$ cat src/rtl/param_up_down_counter.sv
// Parametrised up/down counter with modulus MAX, parallel load, terminal-count pulse and 7-seg direction glyph.
// Optional PUDC_SATURATE_EN: hold at the boundary instead of wrapping.
module param_up_down_counter #(
  parameter int WIDTH = 4,
  parameter int MAX   = 2**WIDTH-1
) (
  input  logic             clk,
  input  logic             rst,
  input  logic             en,
  input  logic             load,
  input  logic [WIDTH-1:0] load_val,
  input  logic             updown,
  output logic [WIDTH-1:0] out,
  output logic             tc,
  output logic [6:0]       seven,
  output logic             dp
);

  localparam logic [WIDTH-1:0] MAX_V  = WIDTH'(MAX);
  localparam logic [6:0]       SEG_U  = 7'b1000001;
  localparam logic [6:0]       SEG_D  = 7'b0100001;
  localparam logic [6:0]       SEG_BL = 7'b1111111;

  logic [WIDTH-1:0] nxt_out;
  logic             nxt_tc;

  always_comb begin
    nxt_out = out;
    nxt_tc  = 1'b0;
    if (load) begin
      nxt_out = (load_val > MAX_V) ? MAX_V : load_val;
    end else if (en) begin
      if (updown) begin
        if (out >= MAX_V) begin
          nxt_tc = 1'b1;
`ifdef PUDC_SATURATE_EN
          nxt_out = MAX_V;
`else
          nxt_out = '0;
`endif
        end else begin
          nxt_out = out + WIDTH'(1);
        end
      end else begin
        if (out == '0) begin
          nxt_tc = 1'b1;
`ifdef PUDC_SATURATE_EN
          nxt_out = '0;
`else
          nxt_out = MAX_V;
`endif
        end else begin
          nxt_out = out - WIDTH'(1);
        end
      end
    end
  end

  always_ff @(posedge clk) begin
    if (!rst) begin
      out   <= '0;
      tc    <= 1'b0;
      seven <= SEG_BL;
      dp    <= 1'b1;
    end else begin
      out   <= nxt_out;
      tc    <= nxt_tc;
      seven <= updown ? SEG_U : SEG_D;
      // decimal point tracks tc in the same cycle
      dp    <= ~nxt_tc;
    end
  end

endmodule

$ cat config.mk
export PLATFORM = sky130hd
export DESIGN_NAME = param_up_down_counter
export DESIGN_NICKNAME = d
export VERILOG_FILES = /design/src/rtl/param_up_down_counter.sv
export SDC_FILE = /design/constraint.sdc
export NUM_CORES = 1
export LEC_CHECK = 0
export CELL_PAD_IN_SITES_DETAIL_PLACEMENT = 1
export CELL_PAD_IN_SITES_GLOBAL_PLACEMENT = 1
export CORE_ASPECT_RATIO = 0.7
export CORE_MARGIN = 5
export CORE_UTILIZATION = 25
export CTS_CLUSTER_DIAMETER = 100
export DETAILED_ROUTE_END_ITERATION = 8
export GPL_TIMING_DRIVEN = 0
export PLACE_DENSITY_LB_ADDON = 0.3
export SYNTH_ARGS = -nofsm -noshare
export SYNTH_HDL_FRONTEND = slang
export SYNTH_SLANG_ARGS = --single-unit
$ cat constraint.sdc
create_clock -name clk -period 1.5 [get_ports clk]
set_input_delay 0.225 -clock clk [delete_from_list [all_inputs] [get_ports clk]]
set_output_delay 0.225 -clock clk [all_outputs]
set_load 0.01 [all_outputs]
Word level (Yosys, flattened, before mapping)
Index checks and enable logic that the tools add are counted.
{ "totals": {"wordCells": 23, "register_bits": 13, "out_inout_bits": 13, "in_bits": 9} }
{ "classes": {"bitwise_logic": 1, "n_lt_le_gt_ge": 2, "reduce_logical": 2, "muxes": 12, "add_sub_neg": 2} }
{ "ops": {"columns": ["op", "n"], "rows": [
  ["4-bit two-way mux", 6],
  ["7-bit two-way mux", 1],
  ["1-bit two-way mux", 5],
  ["4-bit by 1-bit adder with 4-bit output (second input constant)", 1],
  ["4-bit >= comparator (second input constant)", 1],
  ["4-bit > comparator (second input constant)", 1],
  ["4-bit logical NOT", 1],
  ["4-bit by 1-bit subtractor with 4-bit output (second input constant)", 1],
  ["2-bit nonzero test", 1],
  ["1-bit NOT", 1]
]} }

Logic depth before layout (Yosys ltp)
{ "depth": {"ltp_word": 6, "mapped_depth": 6, "depth_no_buf": 6} }

Least setup slack after synthesis
OpenSTA, ideal clock, no wires.
{ "synth_timing": {"path_type": "register to register", "from": "register out[0]", "to": "register out[0]", "t_required_ns": 1.430, "path_slack_ns": 0.064, "synth_period_minus_slack_ns": 1.436, "t_arrival_ns": 1.367, "path_stages_with_launch": 7, "setup_time_ns": 0.070, "path_buffers": 0, "cell_sequence": "dfxtp_1 -> inv_1 -> ha_1 -> or3b_1 -> a21oi_1 -> o221ai_1 -> a21oi_1"} }
{ "synth_via": {"elab_chain_len": 5, "elab_cells_between_ends": 9, "classes_between": "2 x add/sub; 1 x order compare; 5 x mux; 1 x reduce/logical"} }
{ "synth_lines": {"columns": ["item", "line_no", "source"], "rows": [
  ["from (decl)", "13", "output logic [WIDTH-1:0] out,"],
  ["from (signal assigned)", "66", "out <= nxt_out;"],
  ["4-bit by 1-bit subtractor with 4-bit output, or another cell as far along", "53", "nxt_out = out - WIDTH'(1);"],
  ["4-bit two-way mux, on equally long branches", "45, 34", null],
  ["4-bit two-way mux *", "33", "if (updown) begin"],
  ["4-bit two-way mux *", "32", "end else if (en) begin"],
  ["4-bit two-way mux *", "30", "if (load) begin"]
]} }
Every way passes the cells marked *; elsewhere a longest branch is shown, timed or not. The select of a mux whose other input is x is not followed.
A chain may end at the register's enable or synchronous reset.

Worst setup path in the final report
{ "layout_timing": {"from": "register out[0]", "to": "register out[2]"} }
The elaborated chain is that of the path after synthesis.

==> run_results.csv <==
group,metric,value,unit
finish,stdcell_count,104,
floorplan,total_die_area,2960,um2
finish,synthToLayoutAreaGrowth,61.4,%
logic_synthesis,synth-main-ff-cell,"sky130_fd_sc_hd__dfxtp_1",
clock_tree,clock_tree.htree_level_count,1,
global_routing,first_global_vias,460,
logic_synthesis,yosysWarnings,0,
pwr,power.static_leakage,0.349,nW
global_routing,global_route_met1_usage,11.1,%
critical_path,worst_setup_path_end_kind,"register",
detailed_routing,drtIter0Drc,2,
clock_tree,cts_buffer_depth,2,
clock_tree,holdBufCountCts,0,
global_routing,met3_usage,7.18,%
critical_path,timing.critical_path.cells,"buf_4 -> ha_2 -> mux2_1 -> nand2_1 -> xnor2_1 -> a21oi_1",
detailed_routing,drtAntennaViolNets,0,
sta,count_of_endpoints_failing_setup_in_the_final_report,0,
detailed_routing,detail_route.first_pass.iterations,2,
logic_synthesis,yosys.cell_types.count,30,
global_routing,grt-busiest-layer,"met2",
critical_path,critPathRequiredTime,1640,ps
logic_synthesis,synth_area_leaders,"sky130_fd_sc_hd__dfxtp_1 (37%), sky130_fd_sc_hd__a21oi_1 (6.1%), sky130_fd_sc_hd__buf_4 (6.1%), sky130_fd_sc_hd__ha_1 (5.1%), sky130_fd_sc_hd__o21ai_0 (4.1%)",
place,hpwlAfterDp,1.04,mm
detailed_routing,avgRoutedWirePerCell,13.4,um
critical_path,critical_path_class,"register to register",
clock_tree,clock_slew_at_reported_path_ffs,60,ps
floorplan,floorplan.die.height,47.0,um
sta,fin_setup_tns,0,ps
logic_synthesis,synth_edf_count,0,
clock_tree,cts_inserted_buffers,3,
global_routing,overflow_left_after_global_routing,0,
floorplan,rows,13,
pwr,power.ir.vdd_worst,0.000422,V
global_routing,grt_start_max_net_pins,10,
logic_synthesis,syn-num-nets,69,
detailed_routing,remaining_drc_errors,0,
place,port-buffer-count,18,
logic_synthesis,synth.largest_area_cell,"sky130_fd_sc_hd__dfxtp_1",
sta,max_freq,684,MHz
global_routing,grt_use_total,9.74,%
status,status,"completed",
logic_synthesis,ys_ff_latch,9,
detailed_routing,route.vias.total,479,
critical_path,cp_data_arrival_time,1600,ps
critical_path,critical_path.startpoint_type,"register",
clock_tree,cts_tree,"yes",
floorplan,io-pin-count,22,
critical_path,cp_slowest_stage_delay,360,ps
run,drv.max_cap_violation_count,0,
finish,ant_diodes,0,
place,dpl.cell_count,98,
floorplan,die_w,62.9,um
global_routing,global_route_wire_length_before_repair,2.16,mm
sta,fin_worst_skew,4.83,ps
logic_synthesis,gate_count_post_synth,58,
logic_synthesis,async_flop_share,0,%
finish,n_fill_cell,233,
logic_synthesis,synth-seq-area-share,36.8,%
detailed_routing,postRouteWirelength,1.39,mm
finish,final_layout_size_suffix_gt1_share,28.0,%
clock_tree,cts.sink_count,9,
floorplan,fp.coreArea,1850,um2
floorplan,floorplan.initialDensity,26.4,%
min_path,timing.hold.worst.class,"primary input to register",
finish,finish.instance_area,790,um2
logic_synthesis,synth_top_cell_area_share,36.8,%
place,finalWeightedCongestion,0.738,
sta,timing.final.crit_share,97.4,%
logic_synthesis,postSynthAreaPerCell,8.43,um2
clock_tree,clk_root_buffer_cell,"sky130_fd_sc_hd__clkbuf_4",
sta,hold_viol_final,0,
clock_tree,clk-insertion-delay-late,260,ps
place,placedInstanceArea,697,um2
finish,design.final.nets,94,
global_routing,antenna_found_initial,0,
critical_path,worst-r2r-setup-slack,40,ps
global_routing,fraction_of_met2_tracks_used_by_global_routing,15.3,%
sta,slew_violations,0,
sta,period_minus_slack,1460,ps
logic_synthesis,synth_area,489,um2
detailed_routing,route.detailed.vias_per_inst,4.61,
critical_path,peak_fanout_along_the_critical_path,6,
pwr,powerDensity,805,nW/um2
critical_path,slowest_cp_cell,"sky130_fd_sc_hd__dfxtp_4",
==> through the flow <==
stage          worst slack [ps]  utilization, %  power [mW]  hold slack [ps]
6_report                   38.9            42.6       0.636              232
2_1_floorplan              63.5               -       0.355              294
3_5_place_dp              -75.4            37.6       0.428              495
4_1_cts                   -39.4            39.5       0.627              221
3_3_place_gp              -12.0            37.6       0.424              489
5_1_grt                   -1.25            42.6       0.679              223
==> cell usage in the layout, fill, tap and decap left out, drive strengths merged, types with 2 or more instances in the layout <==
| cell | Yosys | final |
|---|---|---|
| o21ai | 5 | 5 |
| clkdlybuf4s50 | 0 | 15 |
| a21oi | 6 | 6 |
| buf | 5 | 7 |
| clkbuf | 1 | 5 |
| dlymetal6s2s | 0 | 3 |
| inv | 6 | 6 |
| dfxtp | 9 | 9 |
| ha | 2 | 2 |
| nand2 | 5 | 5 |
==> critical path, delay by kind of cell, from the launching register on <==
| kind | cells | cell delay (ps) |
|---|---|---|
| AOI/OAI and AO/OA | 1 | 80 |
| xor gates and xnor gates | 1 | 130 |
| muxes | 1 | 310 |
| DFF | 1 | 360 |
| and+or+nand+nor | 1 | 100 |
| adders and majority gates | 1 | 210 |
| buffers and inverters | 1 | 150 |
==> cells in the mapped netlist, types with 2 or more instances <==
cell type / instances
sky130_fd_sc_hd__dfxtp_1: 9
sky130_fd_sc_hd__a21oi_1: 6
sky130_fd_sc_hd__inv_1: 5
sky130_fd_sc_hd__nand2_1: 5
sky130_fd_sc_hd__buf_4: 4
sky130_fd_sc_hd__o21ai_0: 4
sky130_fd_sc_hd__ha_1: 2
==> registers in the layout, indices dropped and copies added, names as in the netlist <==
| signal | count |
|---|---|
| tc | 1 |
| seven | 3 |
| dp | 1 |
| out | 4 |
==> final cells by class <==
class	count	area (um2)	area share, %
flip-flops and latches	9	194	24.6
repair buffers	20	203	25.7
clock buffers	4	26.3	3.33
well taps	22	27.5	3.49
plain buffers	6	38.8	4.91
inverters	6	25.0	3.17
multi-input cells	37	275	34.9
==> kinds of logic (layout without fill, tap and decap cells) <==
kind of cell / count (synthesis) / count (layout) / share of synthesized area (%)
compound gates: 16 / 16 / 21.2
xor+xnor: 2 / 2 / 3.58
fa+ha+maj: 2 / 2 / 5.11
buf+inv: 12 / 36 / 12.5
flops: 9 / 9 / 36.8
mux: 2 / 2 / 4.35
other cells: 1 / 1 / 0.767
simple gates: 14 / 14 / 15.6
==> layer usage <==
| layer | vias up | wire, um | share of wire (%) |
|---|---|---|---|
| met3 | 0 | 150 | 11 |
| li1 | 248 | - | - |
| met1 | 213 | 639 | 46 |
| met4 | 0 | 0 | 0 |
| met5 | - | 0 | 0 |
| met2 | 18 | 600 | 43 |
==> final timing paths <==
path                            cells past startpoint        to  startpoint
worst max-delay path                                6    out[2]      out[0]
worst min-delay path                                2  seven[5]      updown
worst max register to register                      6    out[2]      out[0]
worst min register to register                      2        dp      out[3]
==> power by group <==
| group | switching, mW | leakage (nW) | internal (mW) |
|---|---|---|---|
| clock network | 0.0889 | 0.0150 | 0.103 |
| registers | 0.0187 | 0.0767 | 0.254 |
| logic | 0.0740 | 0.257 | 0.0975 |
| total | 0.182 | 0.349 | 0.454 |
==> what timing repair did <==
item	4_1_cts	5_1_grt
pin swaps	0	4
endpoints found under the setup margin	9	7
setup buffers	0	2
gates resized for setup	6	14
Note: power is estimated with default switching activity, not from simulation.
